--- src/rtl/arb_pkg.sv ---
// Shared arbitration types: FSM state encoding and a width-generic one-hot to index helper.
package arb_pkg;

    // One-hot encoding leaves the other two codes illegal; the FSM maps them back to IDLE.
    typedef enum logic [1:0] {
        IDLE  = 2'b01,
        GRANT = 2'b10
    } state_t;

    function automatic logic [4:0] onehot_to_idx(input logic [31:0] oh);
        logic [4:0] idx;
        idx = '0;
        for (int i = 0; i < 32; i++) begin
            if (oh[i]) idx = idx | 5'(i);
        end
        return idx;
    endfunction

endpackage

--- src/rtl/rr_pick.sv ---
// Combinational round-robin pick: lowest requester inside the mask, else lowest requester overall.
module rr_pick
    import arb_pkg::*;
#(
    parameter int CHANNELS = 8,
    parameter int IW       = $clog2(CHANNELS)
) (
    input  logic [CHANNELS-1:0] req,
    input  logic [CHANNELS-1:0] mask,
    output logic [CHANNELS-1:0] onehot,
    output logic [IW-1:0]       idx
);

    logic [CHANNELS-1:0] masked;
    logic [CHANNELS-1:0] pool;

    assign masked = req & mask;
    assign pool   = (|masked) ? masked : req;
    // Isolate the lowest set bit (two's-complement trick).
    assign onehot = pool & (~pool + CHANNELS'(1));
    assign idx    = IW'(onehot_to_idx(32'(onehot)));

endmodule

--- src/rtl/wrr_grant_scheduler.sv ---
// Weighted round-robin grant scheduler with a valid/ready grant handshake and per-channel burst weights.
module wrr_grant_scheduler
    import arb_pkg::*;
#(
    parameter int CHANNELS = 8,
    parameter int WEIGHT_W = 4,
    parameter int MODE     = 1,
    parameter int IW       = $clog2(CHANNELS)
) (
    input  logic                         clk,
    input  logic                         reset,
    input  logic [CHANNELS-1:0]          req,
    input  logic [CHANNELS*WEIGHT_W-1:0] weight,
    output logic [CHANNELS-1:0]          gnt,
    output logic [IW-1:0]                gnt_id,
    output logic                         gnt_valid,
    input  logic                         gnt_ready,
    output logic                         gnt_last,
    output logic [CHANNELS-1:0]          priorities
);

    state_t              state, state_n;
    logic [CHANNELS-1:0] gnt_n, pri_n, above, pick_mask, pick_oh;
    logic [IW-1:0]       id_n, pick_idx;
    logic [WEIGHT_W-1:0] cnt, cnt_n, win_w, load_cnt;
    logic                load;

    // Channels strictly above the current winner; wraps to all-ones after the top channel.
    always_comb begin
        above = '0;
        for (int i = 0; i < CHANNELS; i++) begin
            if (i > int'(gnt_id)) above[i] = 1'b1;
        end
        if (gnt_id == IW'(CHANNELS - 1)) above = '1;
    end

    // In GRANT the mask is the post-acceptance ranking, so one picker serves both load paths.
    assign pick_mask = (state == GRANT) ? above : priorities;

    rr_pick #(.CHANNELS(CHANNELS), .IW(IW)) u_pick (
        .req    (req),
        .mask   (pick_mask),
        .onehot (pick_oh),
        .idx    (pick_idx)
    );

    assign win_w    = weight[int'(pick_idx)*WEIGHT_W +: WEIGHT_W];
    assign load_cnt = (MODE == 1 && win_w != '0) ? win_w - WEIGHT_W'(1) : '0;

    assign gnt_valid = (state == GRANT);
    assign gnt_last  = gnt_valid & ((cnt == '0) | ~req[gnt_id]);

    always_comb begin
        state_n = state;
        gnt_n   = gnt;
        id_n    = gnt_id;
        cnt_n   = cnt;
        pri_n   = priorities;
        load    = 1'b0;
        case (state)
            IDLE: begin
                if (|req) load = 1'b1;
            end
            GRANT: begin
                if (gnt_ready) begin
                    if (!gnt_last) begin
                        cnt_n = cnt - WEIGHT_W'(1);
                    end else begin
                        pri_n = above;
                        if (|req) begin
                            load = 1'b1;
                        end else begin
                            state_n = IDLE;
                            gnt_n   = '0;
                            id_n    = '0;
                            cnt_n   = '0;
                        end
                    end
                end
            end
            default: begin
                state_n = IDLE;
                gnt_n   = '0;
                id_n    = '0;
                cnt_n   = '0;
            end
        endcase
        if (load) begin
            state_n = GRANT;
            gnt_n   = pick_oh;
            id_n    = pick_idx;
            cnt_n   = load_cnt;
        end
    end

    always_ff @(posedge clk) begin
        if (reset) begin
            state      <= IDLE;
            gnt        <= '0;
            gnt_id     <= '0;
            cnt        <= '0;
            priorities <= '1;
        end else begin
            state      <= state_n;
            gnt        <= gnt_n;
            gnt_id     <= id_n;
            cnt        <= cnt_n;
            priorities <= pri_n;
        end
    end

endmodule

--- config.mk ---
export PLATFORM = sky130hd
export DESIGN_NAME = wrr_grant_scheduler
export DESIGN_NICKNAME = d
export VERILOG_FILES = /design/src/rtl/arb_pkg.sv /design/src/rtl/rr_pick.sv /design/src/rtl/wrr_grant_scheduler.sv
export SDC_FILE = /design/constraint.sdc
export NUM_CORES = 1
export LEC_CHECK = 0
export CORE_MARGIN = 4
export CORE_UTILIZATION = 42
export CTS_CLUSTER_SIZE = 20
export DETAILED_ROUTE_END_ITERATION = 8
export GPL_TIMING_DRIVEN = 0
export PLACE_DENSITY = 0.73
export SYNTH_ARGS = -nofsm -noshare
export SYNTH_HDL_FRONTEND = slang
export SYNTH_HIERARCHICAL = 1
export SYNTH_SLANG_ARGS = --single-unit
--- constraint.sdc ---
create_clock -name clk -period 4.2 [get_ports clk]
set_input_delay 0.84 -clock clk [delete_from_list [all_inputs] [get_ports clk]]
set_output_delay 0.84 -clock clk [all_outputs]
set_load 0.03 [all_outputs]
Yosys cells after proc, flatten, opt, wreduce, memory -nomap -nowiden
Cells that the tools add are included.
{"block": "totals", "regBits": 25, "latchBits": 0, "mem_bits_rw": 0, "rom_bits": 0, "inputBits": 43, "output_inout_bits": 21, "wordCells": 82, "n_memories": 0}
{"block": "op_classes", "add_sub_neg": 3, "mul": 0, "n_div": 0, "n_lt_le_gt_ge": 8, "eq_ne": 8, "shift": 1, "n_mux": 44, "bitwise_logic": 6, "n_reduce_logical": 7}
{"op": "$mux 8", "count": 7}
{"op": "$shiftx 32x6->4", "count": 1}
{"op": "$mux 3", "count": 8}
{"op": "$mux 4", "count": 5}
{"op": "$and 8x8->8", "count": 2}
{"op": "$pmux 8 s2", "count": 1}
{"op": "$reduce_or 8->1", "count": 2}
{"op": "$gt 3x3->1 const A", "count": 4}
{"op": "$mux 1", "count": 12}
{"op": "$mux 2", "count": 6}
{"op": "$add 8x1->8 const B", "count": 1}
{"op": "$not 8->8", "count": 1}
{"op": "$pmux 4 s2", "count": 1}
{"op": "$sub 4x1->4 const B", "count": 2}
{"op": "$gt 2x3->1 const A", "count": 2}
{"op": "$ne 3x1->1 const B", "count": 2}
{"op": "$pmux 3 s2", "count": 1}
{"op": "$reduce_and 3->1", "count": 2}
{"op": "$logic_not 4->1", "count": 1}
{"op": "$lt 3x4->1 const B", "count": 1}
{"op": "$ne 4x4->1 const B", "count": 1}
{"op": "$pmux 2 s2", "count": 1}
{"op": "$reduce_and 4->1", "count": 1}
{"op": "$reduce_bool 4->1", "count": 1}
{"op": "other kinds (11)", "count": 11}

Depth between registers and ports, before layout
Gate-level depths: netlist of run 1.
{"block": "depth", "word_depth": 21, "depth_mapped": 18, "ltp_nobuf": 15}

Hierarchy
Netlist of run 1, hierarchy kept.
{"mod": "wrr_grant_scheduler", "n_inst": 1, "cells_per_inst": 196, "area_per_inst_um2": 1744.2}
{"mod": "rr_pick", "n_inst": 1, "cells_per_inst": 36, "area_per_inst_um2": 261.5}

Worst setup path before layout of run 1
No wires, ideal clock.
{"block": "synth_timing", "kind": "register to register", "from": "register state[0]", "to": "register cnt[0]", "t_arrival_ns": 4.116, "required_ns": 4.059, "setup_slack_ns": -0.057, "stages_incl_launch_ff": 19, "n_path_buf": 3, "synth_period_minus_slack_ns": 4.257, "path_cell_list": "dfxtp_1 > inv_1 > ha_1 > clkbuf_1 > nor2_1 > a31oi_1 > a22oi_1 > and4_4 > buf_6 > o21ai_2 > nand4_4 > o32ai_2 > buf_6 > mux4_2 > mux2_2 > nand2b_4 > o21a_1 > a211oi_1 > a211oi_1"}
{"block": "synth_via", "elab_chain_cells": 19, "elab_cells_between_ends": 32, "cone_classes": "2 x add/sub; 5 x eq/ne; 1 x shift; 17 x mux; 4 x bitwise; 3 x reduce/logical"}
{"element": "from (decl)", "line": "wrr_grant_scheduler.sv:22", "rtl": "state_t state, state_n;"}
{"element": "from (signal assigned)", "line": "wrr_grant_scheduler.sv:104", "rtl": "state <= state_n;"}
{"element": "$eq 2x2->1 (*)", "line": "wrr_grant_scheduler.sv:50", "rtl": "assign gnt_valid = (state == GRANT);"}
{"element": "via gnt_valid", "line": "wrr_grant_scheduler.sv:16", "rtl": "output logic gnt_valid,"}
{"element": "$mux 8 (*)", "line": "wrr_grant_scheduler.sv:38", "rtl": "assign pick_mask = (state == GRANT) ? above : priorities;"}
{"element": "via pick_mask[1]", "line": "wrr_grant_scheduler.sv:23", "rtl": "logic [CHANNELS-1:0] gnt_n, pri_n, above, pick_mask, pick_oh;"}
{"element": "$and 8x8->8 (*)", "line": "rr_pick.sv:17", "rtl": "assign masked = req & mask;"}
{"element": "$reduce_or 8->1", "line": "rr_pick.sv:18", "rtl": "assign pool = (|masked) ? masked : req;"}
{"element": "$mux 8 (*)", "line": "rr_pick.sv:18"}
{"element": "$not 8->8", "line": "rr_pick.sv:20", "rtl": "assign onehot = pool & (~pool + CHANNELS'(1));"}
{"element": "[3 not listed]"}
{"element": "$mux 2 (2 in series)", "line": "arb_pkg.sv:14", "rtl": "if (oh[i]) idx = idx | 5'(i);"}
{"element": "$mux 3 (3 in series)", "line": "arb_pkg.sv:14"}
{"element": "$mux 3 (*)", "line": "arb_pkg.sv:14"}
{"element": "via pick_idx[0]", "line": "wrr_grant_scheduler.sv:24", "rtl": "logic [IW-1:0] id_n, pick_idx;"}
{"element": "$shiftx 32x6->4 (*)", "line": "wrr_grant_scheduler.sv:47", "rtl": "assign win_w = weight[int'(pick_idx)*WEIGHT_W +: WEIGHT_W];"}
{"element": "$sub 4x1->4 or $reduce_bool 4->1 (tied branches)", "line": "wrr_grant_scheduler.sv:48", "rtl": "assign load_cnt = (MODE == 1 && win_w != '0) ? win_w - WEIGHT_W'(1) : '0;"}
{"element": "$mux 4 (*)", "line": "wrr_grant_scheduler.sv:48"}
{"element": "$mux 4 (*)", "line": "wrr_grant_scheduler.sv:88", "rtl": "if (load) begin"}
{"element": "to (signal assigned)", "line": "wrr_grant_scheduler.sv:107", "rtl": "cnt <= cnt_n;"}
{"element": "to (decl)", "line": "wrr_grant_scheduler.sv:25", "rtl": "logic [WEIGHT_W-1:0] cnt, cnt_n, win_w, load_cnt;"}
The timed path passes the listed nets; every way through them passes the cells marked *. The select of a mux whose other input is x is not followed.
A chain may end at the register's enable or synchronous reset.

Worst setup path in the final report of run 1
{"block": "layout_timing", "from": "input req[0]", "to": "register cnt[0]"}
{"block": "layout_via", "elab_chain_cells": 17, "elab_cells_between_ends": 35, "cone_classes": "2 x add/sub; 3 x eq/ne; 1 x shift; 19 x mux; 6 x bitwise; 4 x reduce/logical"}
{"element": "from (decl)", "line": "wrr_grant_scheduler.sv:12", "rtl": "input logic [CHANNELS-1:0] req,"}
{"element": "$and 8x8->8", "line": "rr_pick.sv:17"}
{"element": "$reduce_or 8->1", "line": "rr_pick.sv:18"}
{"element": "$mux 8 (*)", "line": "rr_pick.sv:18"}
{"element": "$not 8->8", "line": "rr_pick.sv:20"}
{"element": "$add 8x1->8", "line": "rr_pick.sv:20"}
{"element": "$and 8x8->8 (*)", "line": "rr_pick.sv:20"}
{"element": "$mux 1", "line": "arb_pkg.sv:14"}
{"element": "$mux 2 (2 in series)", "line": "arb_pkg.sv:14"}
{"element": "$mux 3 (3 in series)", "line": "arb_pkg.sv:14"}
{"element": "$mux 3 (*)", "line": "arb_pkg.sv:14"}
{"element": "via pick_idx[0]", "line": "wrr_grant_scheduler.sv:24"}
{"element": "$shiftx 32x6->4 (*)", "line": "wrr_grant_scheduler.sv:47"}
{"element": "$sub 4x1->4 or $reduce_bool 4->1 (tied branches)", "line": "wrr_grant_scheduler.sv:48"}
{"element": "$mux 4 (*)", "line": "wrr_grant_scheduler.sv:48"}
{"element": "$mux 4 (*)", "line": "wrr_grant_scheduler.sv:88"}
Marks and branches as above.

==> metrics.md, run 1 <==
| Metric | Value |
|---|---|
| Post-route ant nets | 0 |
| Synth Flop Type | dfxtp_1 |
| CP cell instances | clkdlybuf4s50_1, a22oi_1, and4_4, buf_8, o21ai_4, nand3_2, o32ai_4, buf_6, mux4_2, mux2_2, nand2b_4, o21a_1, a211oi_2, a211oi_1 |
| Clk sink count | 24 |
| DR DRC count | 0 |
| Max Fanout on Critical Path | 10 |
| FF/Latch Area | 481.7 µm² |
| Core Util, Final | 0.6574 |
| Initial Utilization | 0.4483 |
| Hold_ws | roughly 0.52 ns |
| Port bufs | 61 |
| Crit path launch type | primary input |
| DP Worst Slack | -0.3912 ns |
| Rel. slew slack | 0.5703 |
| Yosys cell types | 60 |
| Hold WC Path Type | register to register |
| CP arrival | 4.21 ns |
| Metal3 WL | 189 µm |
| DIE AREA | 5945 µm² |
| Final worst path period share | 0.9713 |
| I/O pins | 64 |
| Vias in the first global route | 1909 |
| CTS tree | built |
| Avg Cell Area, Syn | between 8 and 9 µm² |
| Fill cell count | approximately 370 |
| Critical Path RT | 4.34 ns |
| Hold buffers post-CTS | 0 |
| Max_cap viols | 0 |
| Die W | between 70 and 80 µm |
| Largest net degree at the start of global routing | 14 |
| Post-synth EDFFs | 0 |
| Clk_lat worst skew | 0.27 ns |
| Antenna cells | 0 |
| Final wirelength | roughly 5500 µm |
| CP max stage cell | clkdlybuf4s50_1 |
| Total gr overflow | 0 |
| Clk_skew | 0.004874 ns |
| Total clock buffers created by CTS | 3 |
| Initial antenna violation count | 0 |
| Placed instance count | 348 |
| Clock buffer depth | 2 |
| Clk pin slew, worst setup/hold paths | 0.09 ns |
| Run status | finished, final reports clean |
| P per Cell Area | ~380 nW/µm² |
| Fmax | 245.1 MHz |
| Routed length on met1 | 2579 µm |
| Core area | about 4500 µm² |
| Fin crit period | between 4 and 5 ns |
| Num rows | 24 |
| Yosys warns | 6 |
| 1st-iter DRT viols | 134 |
| Met2 wire len | 2693 µm |
| Routed wire per std cell | between 15 and 20 µm |
| Via count | 2016 |
| P&R area growth vs syn | 46.66% |
| Max stage delay on crit path | just over 0.6 ns |
| Setup violators final | 0 |
| Layout cells sized above 1 | 0.2157 |
| Pwr Total | between 1 and 1.5 mW |
| Worst setup EP type | register |
| Register bit total from synthesis | 24 |
| Die Span Y | 77.11 µm |
| H-Tree Depth | 1 |
| Slew @ Worst Pin | ~0.64 ns |
| Kind of critical path | primary input to register |
| Seq/Total Area, Yosys | 0.2396 |
| R2r setup slk | 0.14 ns |
| First-pass GRT wire length | between 9000 and 10000 µm |
| Finished Layout Cells | between 300 and 400 |
| Async SR Flop Fraction | 0 |
| Final HPWL DP | 4114 µm |
| Worst vdd ir | 0.2068 mV |
| Final worst slack | around 0.12 ns |
| Slew Viols, Final | 0 |
| Placer Congestion | around 0.9 |
| Overall routing resource usage | 0.1856 |
| Post-Syn Instances | between 200 and 250 |
| Cell area after synthesis | 2006 µm² |
| Nets | 354 |
| Final Hold Viols | 0 |
| Top Metal Used | met4 |
| Pleak | 1.106 nW |
| Drt pass-1 iters | 4 |
| Multi-input logic area | 1535 µm² |
| Vias per cell | 5.631 |
| Clk root buf | clkbuf_8 |
## per-stage QoR
stage                     area, µm²  setup TNS [ns]
after floorplan                2021               0
after CTS                      2850               0
final                          2942               0
after global placement         2696          -1.049
after global routing           2942       -0.007442
after detailed placement       2696          -1.153
## path summary, 6_finish.rpt
kind	startpoint	to	depth (start not counted)
min	gnt[2]	gnt[2]	2
max	req[0]	cnt[0]	14
max reg2reg	gnt_id[2]	cnt[0]	18
min reg2reg	gnt[2]	gnt[2]	2
## critical path: cells and delay by family
family / cells / cell delay [ns]
AOI/OAI and AO/OA: 6 / 1.11
buffers and inverters: 3 / 0.95
muxes: 2 / 0.80
and+or+nand+nor: 3 / 0.51
## power breakdown
group	switching (mW)	total (mW)	leakage (nW)	internal [mW]
clock network	0.0758	0.160	0.0288	0.0837
registers	0.0264	0.290	0.196	0.263
logic	0.378	0.683	0.881	0.305
## cell families after synthesis
group / Yosys count / synth area share
AND/OR/NAND/NOR: 81 / 0.2252
AO/OA/AOI/OAI: 74 / 0.2901
flip-flops: 24 / 0.2396
buffers and inverters: 24 / 0.06238
multiplexers: 21 / 0.1429
adder cells (fa/ha/maj): 4 / 0.02495
XOR/XNOR: 3 / 0.01310
other: 1 / 0.001870
## sequential cells by signal, indices dropped and copies added (netlist names)
| register | flops |
|---|---|
| gnt | 8 |
| priorities | 7 |
| state | 2 |
| cnt | 4 |
| gnt_id | 3 |
## cell usage after synthesis (3+ instances only)
library cell / instances / share of area
a211o_1: 3 / 0.013
a21oi_1: 6 / 0.015
a22oi_1: 15 / 0.056
a31oi_1: 5 / 0.016
and3_1: 4 / 0.012
buf_2: 4 / 0.010
buf_6: 3 / 0.017
clkbuf_1: 6 / 0.011
dfxtp_1: 24 / 0.24
ha_1: 4 / 0.025
inv_1: 8 / 0.015
mux2_2: 8 / 0.045
mux2i_1: 7 / 0.035
mux4_2: 5 / 0.056
nand2_1: 8 / 0.015
nand2b_1: 4 / 0.012
nand3_1: 5 / 0.012
nor2_1: 30 / 0.056
nor2b_1: 5 / 0.016
nor3_1: 8 / 0.020
o21a_1: 6 / 0.022
o21ai_0: 5 / 0.012
o21ai_1: 7 / 0.017
## timing repair
action,CTS,global route
resized for setup,17,21
pin swaps,1,3
endpoints found under the setup margin,4,4
cloned,0,0
buffers inserted,2,4
hold endpoints to repair,0,0
## final cells by class
cell class,instances,area share
plain buffers,16,0.03913
multi-input cells,187,0.5219
repair buffers,67,0.2242
well taps,52,0.02212
clock buffers,4,0.01872
flip-flops and latches,24,0.1638
inverters,8,0.01021
## cell usage in the layout, fill, tap and decap left out, types with 3 or more instances in the layout
cell type / Yosys / routed
buf_6: 3 / 3
buf_4: 2 / 11
o21ai_2: 2 / 4
o21ai_1: 7 / 3
inv_1: 8 / 8
nand2_1: 8 / 7
mux4_2: 5 / 5
clkbuf_1: 6 / 4
mux2i_1: 7 / 7
nor3_1: 8 / 8
nand3_1: 5 / 4
and3_1: 4 / 4
o21ai_0: 5 / 4
dfxtp_1: 24 / 23
nand3_2: 2 / 3
ha_1: 4 / 3
mux2_2: 8 / 8
clkbuf_8: 0 / 4
a211o_1: 3 / 3
nand2b_1: 4 / 4
o21ai_4: 0 / 3
clkdlybuf4s50_1: 0 / 58
conb_1: 1 / 4
a22oi_1: 15 / 15
nor2_1: 30 / 30
nor2b_1: 5 / 5
o21a_1: 6 / 6
a21oi_1: 6 / 5
## metal layers
| layer | global-route usage | up-vias |
|---|---|---|
| met2 | 0.3084 | 46 |
| li1 | - | 1013 |
| met1 | 0.2564 | 955 |
| met5 | 0 | - |
| met3 | 0.02693 | 2 |
| met4 | 0.03559 | 0 |
Power figures use the tool's default switching activity.
==> run 2: changes to the inputs <==
==> constraint.sdc (replaced) <==
create_clock -name clk -period 4.2 [get_ports clk]
set_input_delay 0.42 -clock clk [delete_from_list [all_inputs] [get_ports clk]]
set_output_delay 0.42 -clock clk [all_outputs]
set_load 0.03 [all_outputs]
==> run 2 against run 1 <==
Wire length rose by 0.35%; clock power barely moved; worst hold slack barely moved; non-clock buffer count did not move; sequential share of layout area barely moved; via count barely moved; worst setup slack improved by 0.013 ns; clock skew rose by 0.00080 ns; largest power group unchanged.
==> metrics.md, run 2 (synthesis results as in run 1) <==
| Metric | Value |
|---|---|
| Worst vdd ir | 0.2063 mV |
| Hold buffers post-CTS | 0 |
| Biggest register | gnt |
| RSZ-0062 raised after global routing | yes |
| 1st-iter DRT viols | 109 |
| Antenna cells | 0 |
| Initial antenna violation count | 0 |
| Psw | 0.4812 mW |
| Final HPWL DP | 4114 µm |
| Biggest regs | gnt (8), priorities (7), cnt (4) |
| Final setup TNS | 0 ns |
| Fin crit period | 4.066 ns |
| Routed wire per std cell | 15.41 µm |
| Rel. slew slack | 0.5703 |
| Worst setup EP type | register |
| Largest net degree at the start of global routing | 14 |
| Fill cell count | between 300 and 400 |
| Crit path launch type | register |
| Final wirelength | around 5500 µm |
| Hold WC Path Type | register to register |
| Clk root buf | clkbuf_8 |
| Power Internal | 0.6530 mW |
| Setup violators final | 0 |
| Switching portion of total power | 0.4243 |
| Gate power share | 0.603 |
| Slew @ Worst Pin | 0.6418 ns |
| Initial Utilization | 0.4483 |
| Post-route ant nets | 0 |
| Reg2Reg Launch Point | gnt_id[2] |
| Placed cell areas | 2696 µm² |
| Num rows | 24 |
| DP Worst Slack | -0.3641 ns |
| Hold_sp | gnt[2] |
| DIE AREA | 5945 µm² |
| Port bufs | 61 |
| P&R area growth vs syn | 46.48% |
| Total gr overflow | 0 |
| Fmax | 245.9 MHz |
| Die W | 77.11 µm |
| Clk sink count | 24 |
| Clk_skew | 0.005672 ns |
| Vias in the first global route | about 1.9k |
| Critical Path RT | approximately 4.3 ns |
| Vias per cell | 5.634 |
| Crit path launch | gnt_id[2] |
| Commonest non-fill, non-tap cell in the layout | clkdlybuf4s50_1 |
| Overall routing resource usage | 0.1856 |
| I/O pins | 64 |
| Clk pin slew, worst setup/hold paths | approximately 0.09 ns |
| Layout cells sized above 1 | 0.2157 |
| Core Util, Final | 0.6566 |
| Drt pass-1 iters | 4 |
| Placer Congestion | between 0.9 and 1 |
| Final Hold Viols | 0 |
| Via count | approximately 2k |
| Slew Viols, Final | 0 |
| Commonest cells after routing, fill and taps aside | 61 x clkdlybuf4s50_1, 30 x nor2_1, 23 x dfxtp_1, 15 x a22oi_1, 11 x buf_4 |
| H-Tree Depth | 1 |
| Final Cell Area | 2938 µm² |
| Final worst slack | about 0.13 ns |
| Core area | about 4500 µm² |
| Final worst path period share | 0.9682 |
| Max_cap viols | 0 |
| Clock buffer depth | 2 |
| DR DRC count | 0 |
| Max Fanout on Critical Path | 10 |
| Clock power share | 0.141 |
| Run status | finished, final reports clean |
| Pleak | 1.086 nW |
| Die Span Y | approximately 77 µm |
| Nets | ~350 |
| First-pass GRT wire length | 9252 µm |
| Flop pwr share | 0.255 |
| CP arrival | roughly 4.2 ns |
| Clk_lat worst skew | 0.27 ns |
| Kind of critical path | register to register |
| Max reg flops | 8 |
| CTS tree | built |
| Total clock buffers created by CTS | 3 |
| P per Cell Area | a little under 400 nW/µm² |
-- run 2: changes by cell type in the layout (fill, tap and decap cells not counted), sizes merged --
cell / before / now
dlygate4sd2: 1 / 0
dlymetal6s2s: 2 / 0
clkdlybuf4s50: 58 / 61
-- run 2: final cells by class --
cell class | instances | area (µm²) | area share
multi-input combinational | 187 | 1535 | 0.5226
timing repair buffer | 67 | 655.6 | 0.2232
sequential | 24 | 481.7 | 0.1640
buffer | 16 | 115.1 | 0.03918
tap | 52 | 65.06 | 0.02215
clock buffer | 4 | 55.05 | 0.01874
inverter | 8 | 30.03 | 0.01022
-- run 2: layer usage --
layer,vias up,global-route usage,wire [µm],part of all wire
met2,48,0.3084,2679,0.49
li1,1012,-,-,-
met3,2,0.02693,217,0.039
met1,955,0.2564,2585,0.47
met5,-,0,0,0
met4,0,0.03559,36,0.0065
-- run 2: final timing paths --
path | cells past startpoint | slack [ns] | to
min reg2reg | 2 | 0.52 | gnt[2]
min | 2 | 0.52 | gnt[2]
max reg2reg | 18 | 0.13 | cnt[0]
max | 18 | 0.13 | cnt[0]
-- run 2: critical path, stage by stage, from the launching register on --
cell and delay [ns]:
dfxtp_2 0.33, buf_4 0.15, buf_4 0.18, nand3_2 0.12
o21ai_0 0.13, mux2_2 0.31, a22oi_1 0.15, and4_4 0.29
buf_8 0.16, o21ai_4 0.08, o211a_1 0.25, o32ai_4 0.14
buf_6 0.18, mux4_2 0.49, mux2_2 0.31, nand2b_4 0.15
o21a_1 0.19, a211oi_2 0.23, a211oi_1 0.07
-- run 2: what timing repair did --
action / 4_1_cts / 5_1_grt
pin swaps: 1 / 3
resized for setup: 16 / 19
setup endpoints to repair: 4 / 4
hold endpoints to repair: 0 / 0
setup buffers: 2 / 4
-- run 2: power groups by stage --
stage	logic (mW)	clock network (mW)	registers [mW]
floorplan	0.439	0	0.318
global placement	0.626	0	0.293
detailed placement	0.631	0	0.294
CTS	0.659	0.165	0.290
global route	0.752	0.178	0.296
finish	0.684	0.160	0.290
-- run 2: metrics by stage --
| step | power (mW) | cells | hold WS, ns |
|---|---|---|---|
| 2_1_floorplan | 0.7570 | 235 | 0.4891 |
| 3_3_place_gp | 0.9189 | 348 | 0.4946 |
| 3_5_place_dp | 0.9246 | 348 | 0.4962 |
| 4_1_cts | 1.114 | 354 | 0.5189 |
| 5_1_grt | 1.226 | 358 | 0.5600 |
| 6_report | 1.134 | 358 | 0.5196 |
==> run 3: changes to the inputs <==
--- a/config.mk
+++ b/config.mk
@@ -5,8 +5,9 @@
 export SDC_FILE = /design/constraint.sdc
 export NUM_CORES = 1
 export LEC_CHECK = 0
+export ABC_AREA = 1
 export CORE_MARGIN = 4
-export CORE_UTILIZATION = 42
+export CORE_UTILIZATION = 43
 export CTS_CLUSTER_SIZE = 20
 export DETAILED_ROUTE_END_ITERATION = 8
 export GPL_TIMING_DRIVEN = 0
==> run 3 against run 2 <==
Sequential power up 2%; first-iteration DRC count shrank 0.92%; highest routed layer unchanged; die area up 1.9%; final cell count is 36% higher; design area decreased by 2.5%.
==> metrics.md, run 3 <==
| Metric | Value |
|---|---|
| Final HPWL DP | 4312 µm |
| CTS tree | built |
| Clk sink count | 24 |
| Antenna cells | 0 |
| Yosys top cell by area | dfxtp_1 |
| Worst Reg2Reg Path Length in Cells | 26 |
| CP arrival | between 3 and 4 ns |
| Post-Syn Instances | between 300 and 400 |
| Initial antenna violation count | 0 |
| Fin crit period | 3.767 ns |
| Pwr Total | 1.427 mW |
| Yosys warns | 6 |
| Biggest regs | gnt (8), priorities (7), cnt (4) |
| Commonest non-fill, non-tap cell in the layout | nand2_1 |
| Kind of critical path | register to register |
| Pleak | between 1 and 1.5 nW |
| Placed instance count | 483 |
| Hold Path Depth | 2 |
| Clock buffer depth | 2 |
| Hold WC Path Type | register to register |
| Post-synth EDFFs | 0 |
| Hold_sp | gnt[2] |
| Crit-path leading delay family | simple AND/OR/NAND/NOR gates |
| RSZ-0062 raised after global routing | no |
| First-pass GRT wire length | 8749 µm |
| Clk pin slew, worst setup/hold paths | ~0.090 ns |
| P per Cell Area | between 400 and 500 nW/µm² |
| Worst vdd ir | 0.3571 mV |
| Yosys cell types | 35 |
| Cell area after synthesis | 2097 µm² |
| DIE AREA | a little over 6000 µm² |
| I/O pins | 64 |
| Clk_skew | 0.003606 ns |
| R2R Path End | cnt[2] |
| Post-route ant nets | 0 |
| R2r setup slk | 0.43 ns |
| Hold buffers post-CTS | 0 |
| Initial Utilization | 0.4440 |
| Finished Layout Cells | 487 |
| Num rows | 25 |
| Core area | 4723 µm² |
| Max stage delay on crit path | 0.32 ns |
| Vias in the first global route | 2043 |
| Nets | 468 |
| Drt pass-1 iters | 4 |
| Total clock buffers created by CTS | 3 |
| Max_cap viols | 0 |
| Worst Hold End | gnt[2] |
| Avg Cell Area, Syn | between 5 and 6 µm² |
| Largest net degree at the start of global routing | 14 |
| Max Fanout on Critical Path | 10 |
| Post-synth top area share | 0.2291 |
| Overall routing resource usage | 0.1729 |
| Fmax | 265.4 MHz |
| P&R area growth vs syn | 36.58% |
| Crit path launch type | register |
| Setup violators final | 0 |
| Vias per cell | approximately 4.8 |
| Placed cell areas | around 2800 µm² |
| DR DRC count | 0 |
| Final worst path period share | 0.8970 |
| H-Tree Depth | 1 |
| Placer Congestion | about 0.9 |
| Register bit total from synthesis | 24 |
| 1st-iter DRT viols | 108 |
| Layout cells sized above 1 | 0.1238 |
| Commonest cells after routing, fill and taps aside | 113 x nand2_1, 62 x clkdlybuf4s50_1, 50 x nor2_1, 31 x inv_1 |
| Final setup TNS | 0 ns |
| Die W | a little under 80 µm |
| Clk root buf | clkbuf_8 |
| Crit-path most repeated cell | o21ai_0 |
| Final Hold Viols | 0 |
| Routed wire per std cell | 10.99 µm |
| Clk_lat worst skew | between 0.2 and 0.3 ns |
| Port bufs | 62 |
| Final Cell Area | 2864 µm² |
| Die Span Y | 77.84 µm |
| Worst setup EP type | register |
| Slew Viols, Final | 0 |
| Most frequent cell after synthesis | nand2_1 |
| Ranking of synthesized cells by area | dfxtp_1 23%, nand2_1 20%, nor2_1 8.9% |
| Post-CTS setup buffers | 0 |
| Total gr overflow | 0 |
| Biggest register | gnt |
| Reg2Reg Launch Point | state[0] |
| CP max stage cell | dfxtp_1 |
| Max reg flops | 8 |
| Top post-synthesis cells by count | 113 x nand2_1, 50 x nor2_1, 31 x inv_1, 25 x nand3_1, 25 x o21ai_0 |
| Async SR Flop Fraction | 0 |
| Via count | 2332 |
| Buf/Inv on CP | 6 |
| Seq/Total Area, Yosys | 0.2291 |
| Run status | finished, final reports clean |
| Critical Path RT | between 4 and 5 ns |
| Synth Flop Type | dfxtp_1 |
| Number of cells on the critical path | 26 |
| Final wirelength | 5352 µm |
## run 3: worst register-to-register path, cell delays in order, from the launching register on
cell and delay (ns):
dfxtp_1 0.32, inv_1 0.07, ha_1 0.24, buf_2 0.25, inv_1 0.18, o21ai_0 0.31
nand2_1 0.12, nand2_2 0.09, nor2_4 0.06, nand2_4 0.09, nand2_2 0.05, nand2_2 0.08
nand2_1 0.07, nor2_2 0.12, nand3_1 0.12, nand3_1 0.11, buf_4 0.16, inv_2 0.07
buf_2 0.17, o21ai_0 0.15, o21ai_0 0.11, o21ai_1 0.26, nor2_1 0.08, o21ai_0 0.18
nand2_1 0.08, nor2_1 0.09, nor2_1 0.05
## run 3: layout make-up
cell class | count | area, µm²
Timing Repair Buffer | 62 | 620.6
Clock buffer | 4 | 55.05
Tap cell | 67 | 83.83
Fill cell | 442 | 1859
Sequential cell | 24 | 480.5
Multi-Input combinational cell | 282 | 1403
Buffer | 11 | 76.32
Inverter | 37 | 145.1
## run 3: layer usage
| metal | up-vias | part of all wire | GRT usage |
|---|---|---|---|
| met3 | 4 | 0.047 | 0.03712 |
| met1 | 1033 | 0.47 | 0.2224 |
| li1 | 1246 | - | - |
| met2 | 49 | 0.48 | 0.3005 |
| met4 | 0 | 0.0058 | 0.02491 |
| met5 | - | 0 | 0 |
## run 3: power breakdown
part / internal [mW] / leakage [nW] / switching [mW]
sequential: 0.271 / 0.196 / 0.0251
clock: 0.0838 / 0.0288 / 0.0779
combinational: 0.366 / 1.12 / 0.603
## run 3: timing repair
action,in CTS,in global routing
endpoints found under the setup margin,0,1
endpoints found under the hold margin,0,0
resized for setup,0,1
## run 3: kinds of logic after synthesis
logic type,after synthesis,share of synthesized area
multiplexers,1,0.004773
XOR/XNOR,2,0.008355
buffers and inverters,48,0.1038
AND/OR/NAND/NOR,220,0.4851
flip-flops,24,0.2291
other,1,0.001788
AO/OA/AOI/OAI,53,0.1432
adder cells (fa/ha/maj),4,0.02387
## run 3: stage by stage
| stage | hold slack (ns) | util | worst slack [ns] |
|---|---|---|---|
| 3_3_place_gp | 0.4460 | 0.5939 | 0.5313 |
| 2_1_floorplan | 0.4558 | - | 0.7778 |
| 5_1_grt | 0.4843 | 0.6064 | 0.04933 |
| 3_5_place_dp | 0.4527 | 0.5939 | 0.4520 |
| 6_report | 0.4619 | 0.6064 | 0.4326 |
| 4_1_cts | 0.4655 | 0.6056 | 0.4270 |
## run 3: worst max-delay path by stage
stage / slack, ns / endpoint / startpoint
CTS: 0.43 / cnt[1] / state[0]
global route: 0.05 / cnt[1] / state[1]
global placement: 0.53 / cnt[2] / state[1]
finish: 0.43 / cnt[2] / state[0]
floorplan: 0.78 / cnt[1] / state[0]
detailed placement: 0.45 / cnt[1] / state[1]
